--- src/rtl/muldiv_unit.sv ---
// Radix-2 iterative multiply/divide unit: shift-add multiply, restoring divide, one bit per clock.
// Define MULDIV_SIGNED_EN to enable two's-complement MULS/DIVS; otherwise op[0] is ignored.
module muldiv_unit #(
  parameter int unsigned WIDTH = 16
) (
  input  logic             clock,
  input  logic             reset,
  input  logic             start,
  input  logic [1:0]       op,
  input  logic [WIDTH-1:0] a,
  input  logic [WIDTH-1:0] b,
  output logic             busy,
  output logic             done,
  output logic [WIDTH-1:0] result_lo,
  output logic [WIDTH-1:0] result_hi,
  output logic             divide_by_zero
);

  localparam int unsigned CNT_W  = $clog2(WIDTH + 1);
  localparam int unsigned PROD_W = 2 * WIDTH;
  localparam int unsigned ACC_W  = 2 * WIDTH + 1;

  typedef enum logic [1:0] {
    S_IDLE   = 2'd0,
    S_RUN    = 2'd1,
    S_FINISH = 2'd2
  } state_t;

  state_t           state_q, state_d;
  logic [CNT_W-1:0] count_q;
  logic [ACC_W-1:0] acc_q;
  logic [WIDTH-1:0] opb_q;
  logic [WIDTH-1:0] a_q;
  logic             is_div_q;
`ifdef MULDIV_SIGNED_EN
  logic             neg_res_q;
  logic             neg_rem_q;
`endif

  logic             signed_c;
  logic [WIDTH-1:0] mag_a_c, mag_b_c;
  logic             div_zero_c;
  logic             last_iter_c;
  logic [WIDTH:0]   mul_sum_c;
  logic [ACC_W-1:0] mul_next_c;
  logic [ACC_W-1:0] div_shift_c;
  logic [WIDTH:0]   div_trial_c;
  logic [ACC_W-1:0] div_next_c;
  logic [PROD_W-1:0] prod_c;
  logic [WIDTH-1:0] quot_c, rem_c;
  logic [WIDTH-1:0] res_lo_c, res_hi_c;

  // Operand magnitudes captured at start; signed ops work on |a|, |b|
  always_comb begin
    signed_c = 1'b0;
`ifdef MULDIV_SIGNED_EN
    signed_c = op[0];
`endif
    mag_a_c = (signed_c && a[WIDTH-1]) ? (~a + WIDTH'(1)) : a;
    mag_b_c = (signed_c && b[WIDTH-1]) ? (~b + WIDTH'(1)) : b;
  end

`ifndef MULDIV_SIGNED_EN
  logic op0_unused;
  assign op0_unused = op[0];
`endif

  assign div_zero_c  = is_div_q && (opb_q == '0) && (count_q == '0);
  assign last_iter_c = (count_q == CNT_W'(WIDTH - 1));

  // One multiply step: conditional add into the upper half, then shift right
  always_comb begin
    mul_sum_c  = acc_q[ACC_W-1:WIDTH] + {1'b0, opb_q};
    mul_next_c = acc_q[0] ? {1'b0, mul_sum_c, acc_q[WIDTH-1:1]}
                          : {1'b0, acc_q[ACC_W-1:1]};
  end

  // One restoring divide step: shift left, keep the trial subtract if it did not borrow
  always_comb begin
    div_shift_c = {acc_q[ACC_W-2:0], 1'b0};
    div_trial_c = div_shift_c[ACC_W-1:WIDTH] - {1'b0, opb_q};
    div_next_c  = (div_shift_c[ACC_W-1:WIDTH] >= {1'b0, opb_q})
                ? {div_trial_c, div_shift_c[WIDTH-1:1], 1'b1}
                : div_shift_c;
  end

  // Result selection with sign fixups
  always_comb begin
    prod_c = acc_q[PROD_W-1:0];
    quot_c = acc_q[WIDTH-1:0];
    rem_c  = acc_q[PROD_W-1:WIDTH];
`ifdef MULDIV_SIGNED_EN
    if (neg_res_q) begin
      prod_c = ~prod_c + PROD_W'(1);
      quot_c = ~quot_c + WIDTH'(1);
    end
    if (neg_rem_q) begin
      rem_c = ~rem_c + WIDTH'(1);
    end
`endif
    res_lo_c = is_div_q ? quot_c : prod_c[WIDTH-1:0];
    res_hi_c = is_div_q ? rem_c  : prod_c[PROD_W-1:WIDTH];
  end

  always_comb begin
    state_d = state_q;
    case (state_q)
      S_IDLE: begin
        if (start) state_d = S_RUN;
      end
      S_RUN: begin
        if (div_zero_c)       state_d = S_IDLE;
        else if (last_iter_c) state_d = S_FINISH;
      end
      S_FINISH: state_d = S_IDLE;
      default:  state_d = S_IDLE;
    endcase
  end

  always_ff @(posedge clock) begin
    if (reset) state_q <= S_IDLE;
    else       state_q <= state_d;
  end

  always_ff @(posedge clock) begin
    if (reset) begin
      busy           <= 1'b0;
      done           <= 1'b0;
      result_lo      <= '0;
      result_hi      <= '0;
      divide_by_zero <= 1'b0;
      count_q        <= '0;
      acc_q          <= '0;
      opb_q          <= '0;
      a_q            <= '0;
      is_div_q       <= 1'b0;
`ifdef MULDIV_SIGNED_EN
      neg_res_q      <= 1'b0;
      neg_rem_q      <= 1'b0;
`endif
    end else begin
      busy <= (state_d != S_IDLE);
      done <= 1'b0;
      case (state_q)
        S_IDLE: begin
          if (start) begin
            a_q            <= a;
            opb_q          <= mag_b_c;
            acc_q          <= {(WIDTH + 1)'(0), mag_a_c};
            is_div_q       <= op[1];
            count_q        <= '0;
            divide_by_zero <= 1'b0;
`ifdef MULDIV_SIGNED_EN
            neg_res_q      <= signed_c && (a[WIDTH-1] ^ b[WIDTH-1]);
            neg_rem_q      <= signed_c && op[1] && a[WIDTH-1];
`endif
          end
        end
        S_RUN: begin
          if (div_zero_c) begin
            result_lo      <= '1;
            result_hi      <= a_q;
            divide_by_zero <= 1'b1;
            done           <= 1'b1;
          end else begin
            acc_q   <= is_div_q ? div_next_c : mul_next_c;
            count_q <= count_q + CNT_W'(1);
          end
        end
        S_FINISH: begin
          result_lo <= res_lo_c;
          result_hi <= res_hi_c;
          done      <= 1'b1;
        end
        default: ;
      endcase
    end
  end

endmodule

--- config.mk ---
export PLATFORM = sky130hd
export DESIGN_NAME = muldiv_unit
export DESIGN_NICKNAME = d
export VERILOG_FILES = /design/src/rtl/muldiv_unit.sv
export SDC_FILE = /design/constraint.sdc
export NUM_CORES = 1
export LEC_CHECK = 0
export ABC_AREA = 1
export BUFFER_PORTS_ARGS = -buffer_cell sky130_fd_sc_hd__buf_2
export CAP_MARGIN = 25
export CORE_MARGIN = 5
export CORE_UTILIZATION = 25
export CTS_CLUSTER_SIZE = 24
export DETAILED_ROUTE_END_ITERATION = 16
export PLACE_DENSITY_LB_ADDON = 0.3
export RECOVER_POWER = 50
export SYNTH_ARGS = -nofsm -noshare
export SYNTH_HDL_FRONTEND = slang
export SYNTH_SLANG_ARGS = --single-unit
--- constraint.sdc ---
create_clock -name clock -period 6.4 [get_ports clock]
set_input_delay 0.96 -clock clock [delete_from_list [all_inputs] [get_ports clock]]
set_output_delay 0.96 -clock clock [all_outputs]
set_load 0.02 [all_outputs]
==> results.md <==
- CTS H-tree depth: 3
- Main flop type after synthesis: dfxtp_1
- Sequential area share after synthesis: 0.314
- Fillers: a little over 3000
- Initial antenna violation count: 0
- CTS tree: done
- Post-CTS sizing: 0
- WL final: about 22000 um
- Clock skew: approximately 13 ps
- Gate power share: 0.230
- Max-cap violations: 2
- Synth area leader: dfxtp_1
- Layout Cell Area excl Fill: 0.00774 mm2
- Post-Syn Nets: between 1000 and 1500
- Sw Share: 0.340
- Worst IR Drop VDD: about 150 uV
- Crit. End Element: flip-flop
- Total CTS buffers: 9
- Root Buffer: clkbuf_16
- Final number of setup-violating endpoints: 0
- TNS Setup: 0 ps
- Row count: 60
- Final-report hold violation count: 0
- Ys Warns: 0
- Num ports: 72
- DP HPWL: 16500 um
- Internal power: about 0.0011 W
- Largest net degree at the start of global routing: a little under 70
- Critical-path cell list: buf_2 > inv_1 > clkbuf_1 > o221ai_1 > a21oi_1 > o21bai_1
- CP delay by family, top: buffers and inverters
- Unique masters post-synth: 38
- Hold Crit Class: flip-flop to flip-flop
- Worst-Skew Late Latency: 350 ps
- Failing checks: capacitance limit, slew limit
- Maximum clock frequency: 0.250 GHz
- Pins over their slew limit: around 120
- EDFF count, synth: 0
- DR WL/cell: ~15 um
- Final Cycle Share: 0.624
- CP Data Required Time: approximately 6700 ps
- CTS Buffer Depth: 2
- CP max FO: 68
- Wire length of the first global-routing pass: roughly 36000 um
- PwrDens: between 200 and 250 mW/mm2
- 1st-iter DRT viols: approximately 600
- Post-synth ARST share: 0
- Setup bufs post-CTS: 0
- Hold Buf Count CTS: 0
- Antenna viol nets, final: 0
- Sequential share of power: 0.437
- Critical path class: input pin to flip-flop
- Ant diodes: 0
- Core area: ~0.027 mm2
- Share of cells above drive strength 1: 0.0724
- Via count: 6896
- Clock power share: 0.333
- Worst Setup Start Kind: input pin
- CP peak stage delay: between 1500 and 2000 ps
- Die footprint: 0.0309 mm2
- Die H: around 180 um
- DP Area: ~0.0075 mm2
- FF+latch count, synth: about 110
- Initial Util: 0.255
- Pleak: about 3.4 nW
- Critical path buffer and inverter count: 3
- Pwr Total: 0.00168 W
- Synthesized area: approximately 0.007 mm2
- NumNets Final: 1205
- Clock slew at reported path FFs: approximately 70 ps
- # clock sinks: 108
- Crit path time final: 3990 ps
- Gpl congestion: 0.869
- Most frequent cells in the layout: nand2_1, nor2_1, o21ai_0
- DR pass1 iterations: 5
- Gr ovfl total: 0
- Sw power: ~0.00057 W
- Chip Width: 176 um
- Area grow syn2layout: 12.5%
- DRC Markers: 0
- Port-buffer cells: 70
- Status: finished, violations left
- Cells after Synth: 1085
- Most common cell after layout, fill and taps aside: nand2_1
- RSZ-0062 raised after global routing: no
- Top cell type's share of synthesized area: 0.314
- Mean area per synthesized cell: 6.34 um2
- CP max stage cell: clkbuf_1
- Synth top area cells: dfxtp_1, nand2_1, o21ai_0
- Gr usage total: 0.146
- Data arrival, critical path: 4280 ps
- Vias in the first global route: between 6000 and 7000
- Max_slew headroom: -0.640
- Worst-Margin Slew: approximately 2500 ps
- Via/cell ratio: 4.68
-- power groups by stage --
stage               Clock (W)  Combinational [W]  Sequential (W)
CTS                  0.000576           0.000389        0.000734
finish               0.000560           0.000387        0.000734
global placement            0           0.000384        0.000750
global route         0.000597           0.000443        0.000739
detailed placement          0           0.000387        0.000750
floorplan                   0           0.000288        0.000741
-- synthesized netlist by cell type (2+ instances only) --
master / count
nand2_2: 4
nor2_2: 4
clkbuf_1: 30
buf_1: 4
o21ai_1: 2
nand3_2: 3
xnor2_1: 5
a21oi_1: 79
dfxtp_1: 108
inv_2: 4
a31oi_1: 20
o211ai_2: 2
clkinv_1: 3
nor2_1: 140
nor3_1: 7
fa_1: 2
xor2_1: 6
nand3b_1: 8
nand2_1: 277
ha_1: 38
or2_2: 3
o21bai_1: 4
o21ai_0: 123
nand4_1: 13
inv_1: 108
nand3_1: 66
a21oi_2: 3
buf_2: 9
-- layer usage --
| layer | vias up | GRT usage | part of all wire |
|---|---|---|---|
| met4 | 0 | 0.0348 | 0.017 |
| met3 | 22 | 0.0192 | 0.031 |
| met2 | 126 | 0.242 | 0.46 |
| met1 | 3127 | 0.202 | 0.49 |
| li1 | 3621 | - | - |
| met5 | - | 0 | 0 |
-- state kept, by name (all words and copies together) (netlist names) --
register        flops
acc_q              33
a_q                16
opb_q              16
result_hi          16
result_lo          16
count_q             5
state_q             2
busy                1
divide_by_zero      1
done                1
is_div_q            1
-- metrics by stage --
| step | cells | setup slack, ps | hold slack (ps) | utilization |
|---|---|---|---|---|
| finish | 1473 | 2410 | 445 | 0.286 |
| global route | 1473 | 1900 | 467 | 0.286 |
| CTS | 1473 | 3360 | 445 | 0.289 |
| detailed placement | 1458 | 3000 | 435 | 0.278 |
| global placement | 1458 | 3000 | 425 | 0.278 |
| floorplan | 1085 | 4410 | 412 | - |
-- logic make-up after synthesis --
family / after synthesis / share of synthesized area
compound gates: 236 / 0.183
simple gates: 530 / 0.321
xor+xnor: 11 / 0.0140
fa+ha+maj: 40 / 0.0749
buf+inv: 160 / 0.0924
flops: 108 / 0.314
-- final timing paths --
kind         cells after the start  slack [ps]          to  startpoint
max                              6        2410        busy       reset
min reg2reg                      1         450  count_q[2]  count_q[2]
max reg2reg                     10        2570   acc_q[18]  state_q[1]
min                              1         450  count_q[2]  count_q[2]
-- cell type report --
class / count / area, um2 / share of cell area
multi-input combinational: 817 / 4080 / 0.527
sequential: 108 / 2160 / 0.279
inverter: 115 / 432 / 0.0558
tap: 341 / 427 / 0.0551
timing repair buffer: 77 / 355 / 0.0459
clock buffer: 10 / 239 / 0.0309
clock inverter: 5 / 42.5 / 0.00550
(Power assumes the default switching activity.)
